<file path="src/rtl/nrs_re_mapper_tx.sv">
// NRS resource-element mapper: walks the 16 NRS positions of one NB-IoT PRB per
// subframe, reads the generator combinationally and issues one registered grid write per position.
module nrs_re_mapper_tx #(
    parameter int WIDTH_REG = 16,
    parameter int WIDTH_B   = 9,
    parameter int LINES     = $clog2(WIDTH_REG)
) (
    input  logic                 clk,
    input  logic                 rst,
    input  logic                 sf_start,
    input  logic [WIDTH_B-1:0]   N_cell_ID,
    input  logic [WIDTH_REG-1:0] nrs_mapper_1r,
    input  logic [WIDTH_REG-1:0] nrs_mapper_1i,
    input  logic [WIDTH_REG-1:0] nrs_mapper_2r,
    input  logic [WIDTH_REG-1:0] nrs_mapper_2i,
    output logic [LINES-1:0]     rd_addr_mapper_1r,
    output logic [LINES-1:0]     rd_addr_mapper_1i,
    output logic [LINES-1:0]     rd_addr_mapper_2r,
    output logic [LINES-1:0]     rd_addr_mapper_2i,
    output logic                 wr_en,
    output logic                 wr_port,
    output logic [3:0]           wr_sym,
    output logic [3:0]           wr_sc,
    output logic [WIDTH_REG-1:0] wr_re,
    output logic [WIDTH_REG-1:0] wr_im,
    output logic                 busy,
    output logic                 done,
    output logic                 overrun
);

    typedef enum logic [1:0] {IDLE, RUN, FLUSH} state_t;

    state_t               state_q, state_d;
    logic [3:0]           cnt_q, cnt_d;
    logic [2:0]           vshift_q, vshift_d;
    logic                 wr_en_q, wr_en_d;
    logic                 wr_port_q, wr_port_d;
    logic [3:0]           wr_sym_q, wr_sym_d;
    logic [3:0]           wr_sc_q, wr_sc_d;
    logic [WIDTH_REG-1:0] wr_re_q, wr_re_d;
    logic [WIDTH_REG-1:0] wr_im_q, wr_im_d;
    logic                 busy_q, busy_d;
    logic                 done_q, done_d;
    logic                 overrun_q, overrun_d;

    // Position fields decoded from the walk counter.
    logic                 slot, sym_sel, m, port;
    logic [WIDTH_B-1:0]   cid_mod6;
    logic [2:0]           v;
    logic [3:0]           sc_sum, sc_mod;
    logic [LINES-1:0]     addr_even;

    assign slot     = cnt_q[3];
    assign sym_sel  = cnt_q[2];
    assign m        = cnt_q[1];
    assign port     = cnt_q[0];
    assign cid_mod6 = N_cell_ID % WIDTH_B'(6);
    assign v        = (port ^ sym_sel) ? 3'd3 : 3'd0;
    assign sc_sum   = 4'(v) + 4'(vshift_q);
    assign sc_mod   = (sc_sum >= 4'd6) ? sc_sum - 4'd6 : sc_sum;

    assign addr_even         = (state_q == RUN) ? LINES'({cnt_q[3:1], 1'b0}) : '0;
    assign rd_addr_mapper_1r = addr_even;
    assign rd_addr_mapper_2r = addr_even;
    assign rd_addr_mapper_1i = (state_q == RUN) ? LINES'({cnt_q[3:1], 1'b1}) : '0;
    assign rd_addr_mapper_2i = rd_addr_mapper_1i;

    always_comb begin
        // NOTE: every always_comb target gets a default first so no path infers a latch.
        state_d   = state_q;
        cnt_d     = cnt_q;
        vshift_d  = vshift_q;
        wr_en_d   = 1'b0;
        done_d    = 1'b0;
        overrun_d = overrun_q;
        wr_port_d = wr_port_q;
        wr_sym_d  = wr_sym_q;
        wr_sc_d   = wr_sc_q;
        wr_re_d   = wr_re_q;
        wr_im_d   = wr_im_q;

        case (state_q)
            IDLE: begin
                if (sf_start) begin
                    state_d  = RUN;
                    cnt_d    = 4'd0;
                    vshift_d = cid_mod6[2:0];
                end
            end
            RUN: begin
                wr_en_d   = 1'b1;
                wr_port_d = port;
                wr_sym_d  = (slot ? 4'd12 : 4'd5) + 4'(sym_sel);
                wr_sc_d   = m ? sc_mod + 4'd6 : sc_mod;
                wr_re_d   = port ? nrs_mapper_2r : nrs_mapper_1r;
                wr_im_d   = port ? nrs_mapper_2i : nrs_mapper_1i;
                cnt_d     = cnt_q + 4'd1;
                if (cnt_q == 4'd15) begin
                    state_d = FLUSH;
                    done_d  = 1'b1;
                end
                if (sf_start) overrun_d = 1'b1;
            end
            FLUSH: begin
                // A start on the FLUSH exit edge is accepted so runs can repeat every 17 cycles.
                state_d = IDLE;
                if (sf_start) begin
                    state_d  = RUN;
                    cnt_d    = 4'd0;
                    vshift_d = cid_mod6[2:0];
                end
            end
            default: state_d = IDLE;
        endcase

        busy_d = (state_d != IDLE);
    end

    // NOTE: sequential state uses non-blocking assignments only.
    always_ff @(posedge clk or negedge rst) begin
        if (!rst) begin
            state_q   <= IDLE;
            cnt_q     <= '0;
            vshift_q  <= '0;
            wr_en_q   <= 1'b0;
            wr_port_q <= 1'b0;
            wr_sym_q  <= '0;
            wr_sc_q   <= '0;
            wr_re_q   <= '0;
            wr_im_q   <= '0;
            busy_q    <= 1'b0;
            done_q    <= 1'b0;
            overrun_q <= 1'b0;
        end else begin
            state_q   <= state_d;
            cnt_q     <= cnt_d;
            vshift_q  <= vshift_d;
            wr_en_q   <= wr_en_d;
            wr_port_q <= wr_port_d;
            wr_sym_q  <= wr_sym_d;
            wr_sc_q   <= wr_sc_d;
            wr_re_q   <= wr_re_d;
            wr_im_q   <= wr_im_d;
            busy_q    <= busy_d;
            done_q    <= done_d;
            overrun_q <= overrun_d;
        end
    end

    assign wr_en   = wr_en_q;
    assign wr_port = wr_port_q;
    assign wr_sym  = wr_sym_q;
    assign wr_sc   = wr_sc_q;
    assign wr_re   = wr_re_q;
    assign wr_im   = wr_im_q;
    assign busy    = busy_q;
    assign done    = done_q;
    assign overrun = overrun_q;

endmodule
</file>
<file path="config.mk">
export PLATFORM = sky130hd
export DESIGN_NAME = nrs_re_mapper_tx
export DESIGN_NICKNAME = d
export VERILOG_FILES = /design/src/rtl/nrs_re_mapper_tx.sv
export SDC_FILE = /design/constraint.sdc
export NUM_CORES = 1
export LEC_CHECK = 0
export CAP_MARGIN = 30
export CORE_UTILIZATION = 26
export CTS_CLUSTER_DIAMETER = 150
export DETAILED_ROUTE_END_ITERATION = 8
export MAX_ROUTING_LAYER = met4
export PLACE_DENSITY = 0.6
export RECOVER_POWER = 100
export SETUP_SLACK_MARGIN = 0.05
export SYNTH_ARGS = -nofsm -noshare
export SYNTH_HDL_FRONTEND = slang
export SYNTH_SLANG_ARGS = --single-unit
export TNS_END_PERCENT = 50
</file>
<file path="constraint.sdc">
create_clock -name clk -period 3.79 [get_ports clk]
set_clock_uncertainty 0.2 [all_clocks]
set_input_delay 0.9475 -clock clk [delete_from_list [all_inputs] [get_ports clk]]
set_output_delay 0.9475 -clock clk [all_outputs]
set_load 0.1 [all_outputs]
</file>
* Word level (Yosys, flattened, before mapping)
Index checks and enable logic that the tools add are counted.
Word-level totals: word-level logic and storage cells 48, bits of input ports 76, output and inout bits 61, register bits after elaboration 54
Cells by class: bitwise logic cells 1, add/sub/neg operators 5, multiplexer cells 17, magnitude comparators 1, reductions and logical operators 7, equality and inequality tests 4, div/mod/pow operators 1
Operators with widths (count):
- two-way mux 16 bit | 2
- two-way mux 4 bit | 6
- remainder unit 9 x 3 -> 9 bit (second input constant) | 1
- one-hot mux 4 bit (2 select lines) | 1
- two-way mux 2 bit | 3
- one-hot mux 2 bit (3 select lines) | 1
- AND reduction 2 bit | 3
- adder 2 x 3 -> 4 bit | 1
- adder 4 x 1 -> 4 bit | 1
- adder 4 x 1 -> 4 bit (second input constant) | 1
- adder 4 x 3 -> 4 bit (second input constant) | 1
- == test 4 bit (second input constant) | 1
- >= comparator 4 x 3 -> 1 bit (second input constant) | 1
- two-way mux 1 bit | 4
- nonzero test 2 bit | 2
- subtractor 4 x 3 -> 4 bit (second input constant) | 1
- == test 2 x 1 -> 1 bit (second input constant) | 1
- == test 2 bit (second input constant) | 1
- zero test 2 bit | 1
- inequality test 2 x 1 -> 1 bit (second input constant) | 1
- OR reduction 2 bit | 1
- XOR 1 bit | 1

* Depth between registers and ports, before layout
depth after elaboration 7, gate-level depth with buffers 13, depth with buffers taken out 11

* Worst setup path after synthesis
No wires, ideal clock.
path type register -> output, from register state_q[1], to output port rd_addr_mapper_1r[3], path slack 0.097 ns, data required time 2.643 ns, path buffers 2, data arrival time 2.546 ns, cell stages (with the launch flop) 5, cells stage by stage dfrtp_1 -> nand2b_1 -> clkbuf_1 -> nor2_1 -> buf_4
On the way: longest elaborated chain between the ends 2
Ends and longest elaborated chain:
- from (decl) | RTL line 33 | state_t state_q, state_d;
- from (signal assigned) | RTL line 135 | state_q <= state_d;
- == test 2 x 1 -> 1 bit | RTL line 62 | assign addr_even = (state_q == RUN) ? LINES'({cnt_q[3:1], 1'b0}) : '0;
- two-way mux 4 bit | RTL line 62
- to (decl) | RTL line 16 | output logic [LINES-1:0] rd_addr_mapper_1r,
Every way passes these cells.

* Worst setup path in the final report
from input port N_cell_ID[5], to register vshift_q[2]
On the way: longest elaborated chain between the ends 1
Ends and longest elaborated chain:
- from (decl) | RTL line 11 | input logic [WIDTH_B-1:0] N_cell_ID,
- remainder unit 9 x 3 -> 9 bit | RTL line 57 | assign cid_mod6 = N_cell_ID % WIDTH_B'(6);
- to (signal assigned) | RTL line 137 | vshift_q <= vshift_d;
- to (decl) | RTL line 35 | logic [2:0] vshift_q, vshift_d;
Every way passes these cells. A chain may end at the register's enable or synchronous reset.

==> impl_summary.md <==
Placement
After detailed placement, the total cell area comes to around 0.0044 mm2. The count of buffers added on input and output ports is 134. The routability congestion estimate is slightly below 0.8. Summed over all nets, the half-perimeter wirelength after detailed placement is about 5.7 mm. After detailed placement, the design holds a cell count of between 500 and 600.

Timing
Setup violations remaining at the end of the flow were counted as 0. The smallest clock period supported by the final layout is computed as 3.47 ns. The final clock period utilization by the worst path is 91.5%. Headroom to the max-slew limit came out at -1.31%.

Setup repair after global routing left no endpoint under its margin. For the pin with the worst max-slew slack, the measured transition is between 1.5 and 2 ns. The final count of pins violating max slew is 30.

The hold violation total from the final report was 0. The achievable frequency is 288 MHz. Adding up every negative setup slack in the final design gives 0 ns.

Critical path
Together, buffers and inverters on the worst path number 1. The category of the most critical setup path is in2reg. The cell with the biggest individual delay on the critical path is sky130_fd_sc_hd__clkdlybuf4s50_1. Data on the critical path is required at its endpoint by about 3.8 ns. The startpoint identified for the worst register-to-register timing path is cnt_q[2]. The worst setup path is captured at a flip-flop. The family with the most delay on the worst path is compound AO/OA/AOI/OAI gates. The depth of the critical timing path with buffers and inverters included is 11.

STA puts the critical path data arrival time at 3.45 ns. The length in cells of the worst reg-to-reg path is 10. The peak per-stage delay on the critical path is just under 0.5 ns. The signal on the critical path passes through clkdlybuf4s50_1 -> and3b_1 -> or3_4 -> a311oi_4 -> nand3_1 -> o21ai_1 -> ha_1 -> nor2b_1 -> o21ai_0 -> o21ai_2 -> o41ai_2. Along the worst path, the maximum fanout reaches 6. The worst register-to-register path ends at wr_sc[2].

The setup slack of the most critical reg-to-reg path is 0.69 ns. Tracing the worst setup path back leads to its startpoint at N_cell_ID[5]. The worst setup path is launched from an input pin. In this run the worst setup path terminates at vshift_q[2].

Route
After the first detailed-routing iteration, the DRC count stood at around 80. The DRC violation count after routing is 0. The total length of routed wires is 7.46 mm. The overall via count from detail_route is around 2.6k. After detailed routing, the average wire length per cell comes to between 10 and 15 um. The number of nets with antenna violations after routing is 0. The average via count per standard cell is 4.50. The number of iterations in the first detailed-routing pass is 4.

Cells and area
Cells with a size suffix above 1 make up roughly 8.8% of the layout. Compared with the post-synthesis result, the final layout area differs by 41.3%. The final design instance area without fill is around 0.0042 mm2. The post-layout net count is a little over 500. 0 antenna diodes ended up in the layout.

The finished layout holds approximately 570 standard cells, fillers aside. Once layout is complete, the utilization of the core stands at 38.4%.

Floorplan
The placement row count is 38. The die covers 0.0120 mm2. The core region is 0.0110 mm2. The overall die height is approximately 110 um. The horizontal die dimension is ~110 um. The initial standard-cell utilization of the core is 27.2%.

approximately 140 I/O pins were placed.

Run status
The flow ran to the end, but the final reports show violations. The checks that failed: capacitance limit, slew limit.

Yosys
The synthesized netlist occupies a cell area of between 0.002 and 0.003 mm2. For this run, the register share of the synthesized area comes to a little under half. In the synthesized netlist the async set-or-reset flop fraction comes to 100%. The top cell type by total area after synthesis is sky130_fd_sc_hd__dfrtp_1.

The main flop type after synthesis is sky130_fd_sc_hd__dfrtp_1. The top-area cell type share of the netlist area is 45.1%. Counting distinct cell types in the post-synthesis netlist gives 45. The cell count after synthesis came out at 312. For this run, the number of Yosys warnings is 0.

The post-synthesis area per instance is between 9 and 10 um2. By area the synthesized netlist is led by sky130_fd_sc_hd__dfrtp_1 (45%), sky130_fd_sc_hd__mux2i_1 (11%), sky130_fd_sc_hd__o21ai_0 (7.2%). In this run, synthesis inferred 0 flip-flops with an integrated enable. After synthesis the netlist holds a flip-flop and latch count of 54.

After synthesis, the most frequently instantiated cells are sky130_fd_sc_hd__dfrtp_1 (54), sky130_fd_sc_hd__nand2_1 (54), sky130_fd_sc_hd__o21ai_0 (43).

GRT
Global routing used about an eighth of the available tracks. The number of antenna violations at the first check in global routing came to 0. The via count of the first global-routing pass is ~2.4k. The sum of overflow across all layers after global routing is 0. The largest net degree at the start of global routing is 66. The first global-routing pass estimated 11.2 mm of wire.

Job
The total of max-cap violations is 1.

CTS
The register clock-pin slew on the reported worst setup and hold paths is approximately 0.07 ns. The clock root buffer is sky130_fd_sc_hd__clkbuf_16. The deepest clock path buffer count is 2. The level count of the clock H-tree is 2. The number of clock sinks seen by CTS is 54. The clock reaches the later pin of the worst-skew pair after 0.28 ns. The count of instances resized after the clock tree is built is 0. After clock tree synthesis, the flow added hold-fix buffers numbering 0. Buffers inserted during clock tree synthesis total 5.

In this run the post-CTS setup repair buffer count came out at 0. TritonCTS built the clock tree.

Worst hold path
The worst hold-check path type is reg2reg.
-- registers in the layout, summed over array words and instances (netlist names) --
register and count:
busy 1, cnt_q 4, done 1, overrun 1
state_q 2, vshift_q 3, wr_en 1, wr_im 16
wr_port 1, wr_re 16, wr_sc 4, wr_sym 4
-- per-stage QoR --
stage / hold WS [ns] / worst slack, ns
floorplan: 0.256 / 0.0968
global placement: 0.247 / -0.0306
detailed placement: 0.249 / -0.139
CTS: 0.274 / 0.150
global route: 0.284 / 0.0706
finish: 0.269 / 0.321
-- worst min-delay path by stage --
stage,endpoint,from,cells after the start,slack [ns]
after detailed placement,overrun,overrun,1,0.25
after global placement,overrun,overrun,1,0.25
after floorplan,vshift_q[0],vshift_q[0],2,0.26
after global routing,overrun,overrun,1,0.28
final,overrun,overrun,1,0.27
after CTS,wr_sym[2],wr_sym[2],1,0.27
-- cell families (layout without fill, tap and decap cells) --
logic type      count (synthesis)  in the layout  synth area share [%]
compound gates                 69             69                  14.2
other cells                     1              2                 0.125
flops                          54             54                  45.1
fa+ha+maj                       9              9                  4.01
mux                            34             34                  11.4
simple gates                   97             97                  15.9
xor+xnor                        8              8                  2.34
buf+inv                        40            161                  6.97
-- cell usage in the layout, fill, tap and decap left out, types with 3 or more instances in the layout --
cell and n:
sky130_fd_sc_hd__xor2_1 5, sky130_fd_sc_hd__mux2i_1 33, sky130_fd_sc_hd__clkbuf_2 14, sky130_fd_sc_hd__clkbuf_1 49, sky130_fd_sc_hd__nor2b_1 4, sky130_fd_sc_hd__dfrtp_1 53
sky130_fd_sc_hd__and2_0 3, sky130_fd_sc_hd__nand3_1 5, sky130_fd_sc_hd__xnor2_1 3, sky130_fd_sc_hd__clkdlybuf4s50_1 70, sky130_fd_sc_hd__ha_1 8, sky130_fd_sc_hd__inv_1 9
sky130_fd_sc_hd__nand2_1 54, sky130_fd_sc_hd__o21ai_0 42, sky130_fd_sc_hd__nor3b_1 3, sky130_fd_sc_hd__buf_4 6, sky130_fd_sc_hd__nor3_1 3, sky130_fd_sc_hd__nor2_1 6
sky130_fd_sc_hd__nand2b_1 6, sky130_fd_sc_hd__clkbuf_16 5, sky130_fd_sc_hd__a21oi_1 10
-- metal layers --
metal  wire, um  part of all wire, %  track usage [%]  vias to the layer above
met5          0                    0                -                        -
met4         57                 0.76             2.67                        0
met3        637                  8.5             2.79                        4
met2       3470                   47             21.0                       92
met1       3290                   44             14.6                     1188
li1           -                    -                -                     1299
-- cell type report --
cell class,count,area (um2)
Timing Repair Buffer,144,1070
Clock buffer,7,133
Tap cell,140,175
Sequential cell,54,1350
Clock inverter,1,30.0
Multi-Input combinational cell,219,1440
Inverter,9,33.8
Fill cell,1134,6790
Power is not shown: default switching activity piles up to over one toggle a cycle in this logic, so the estimate is an artifact.
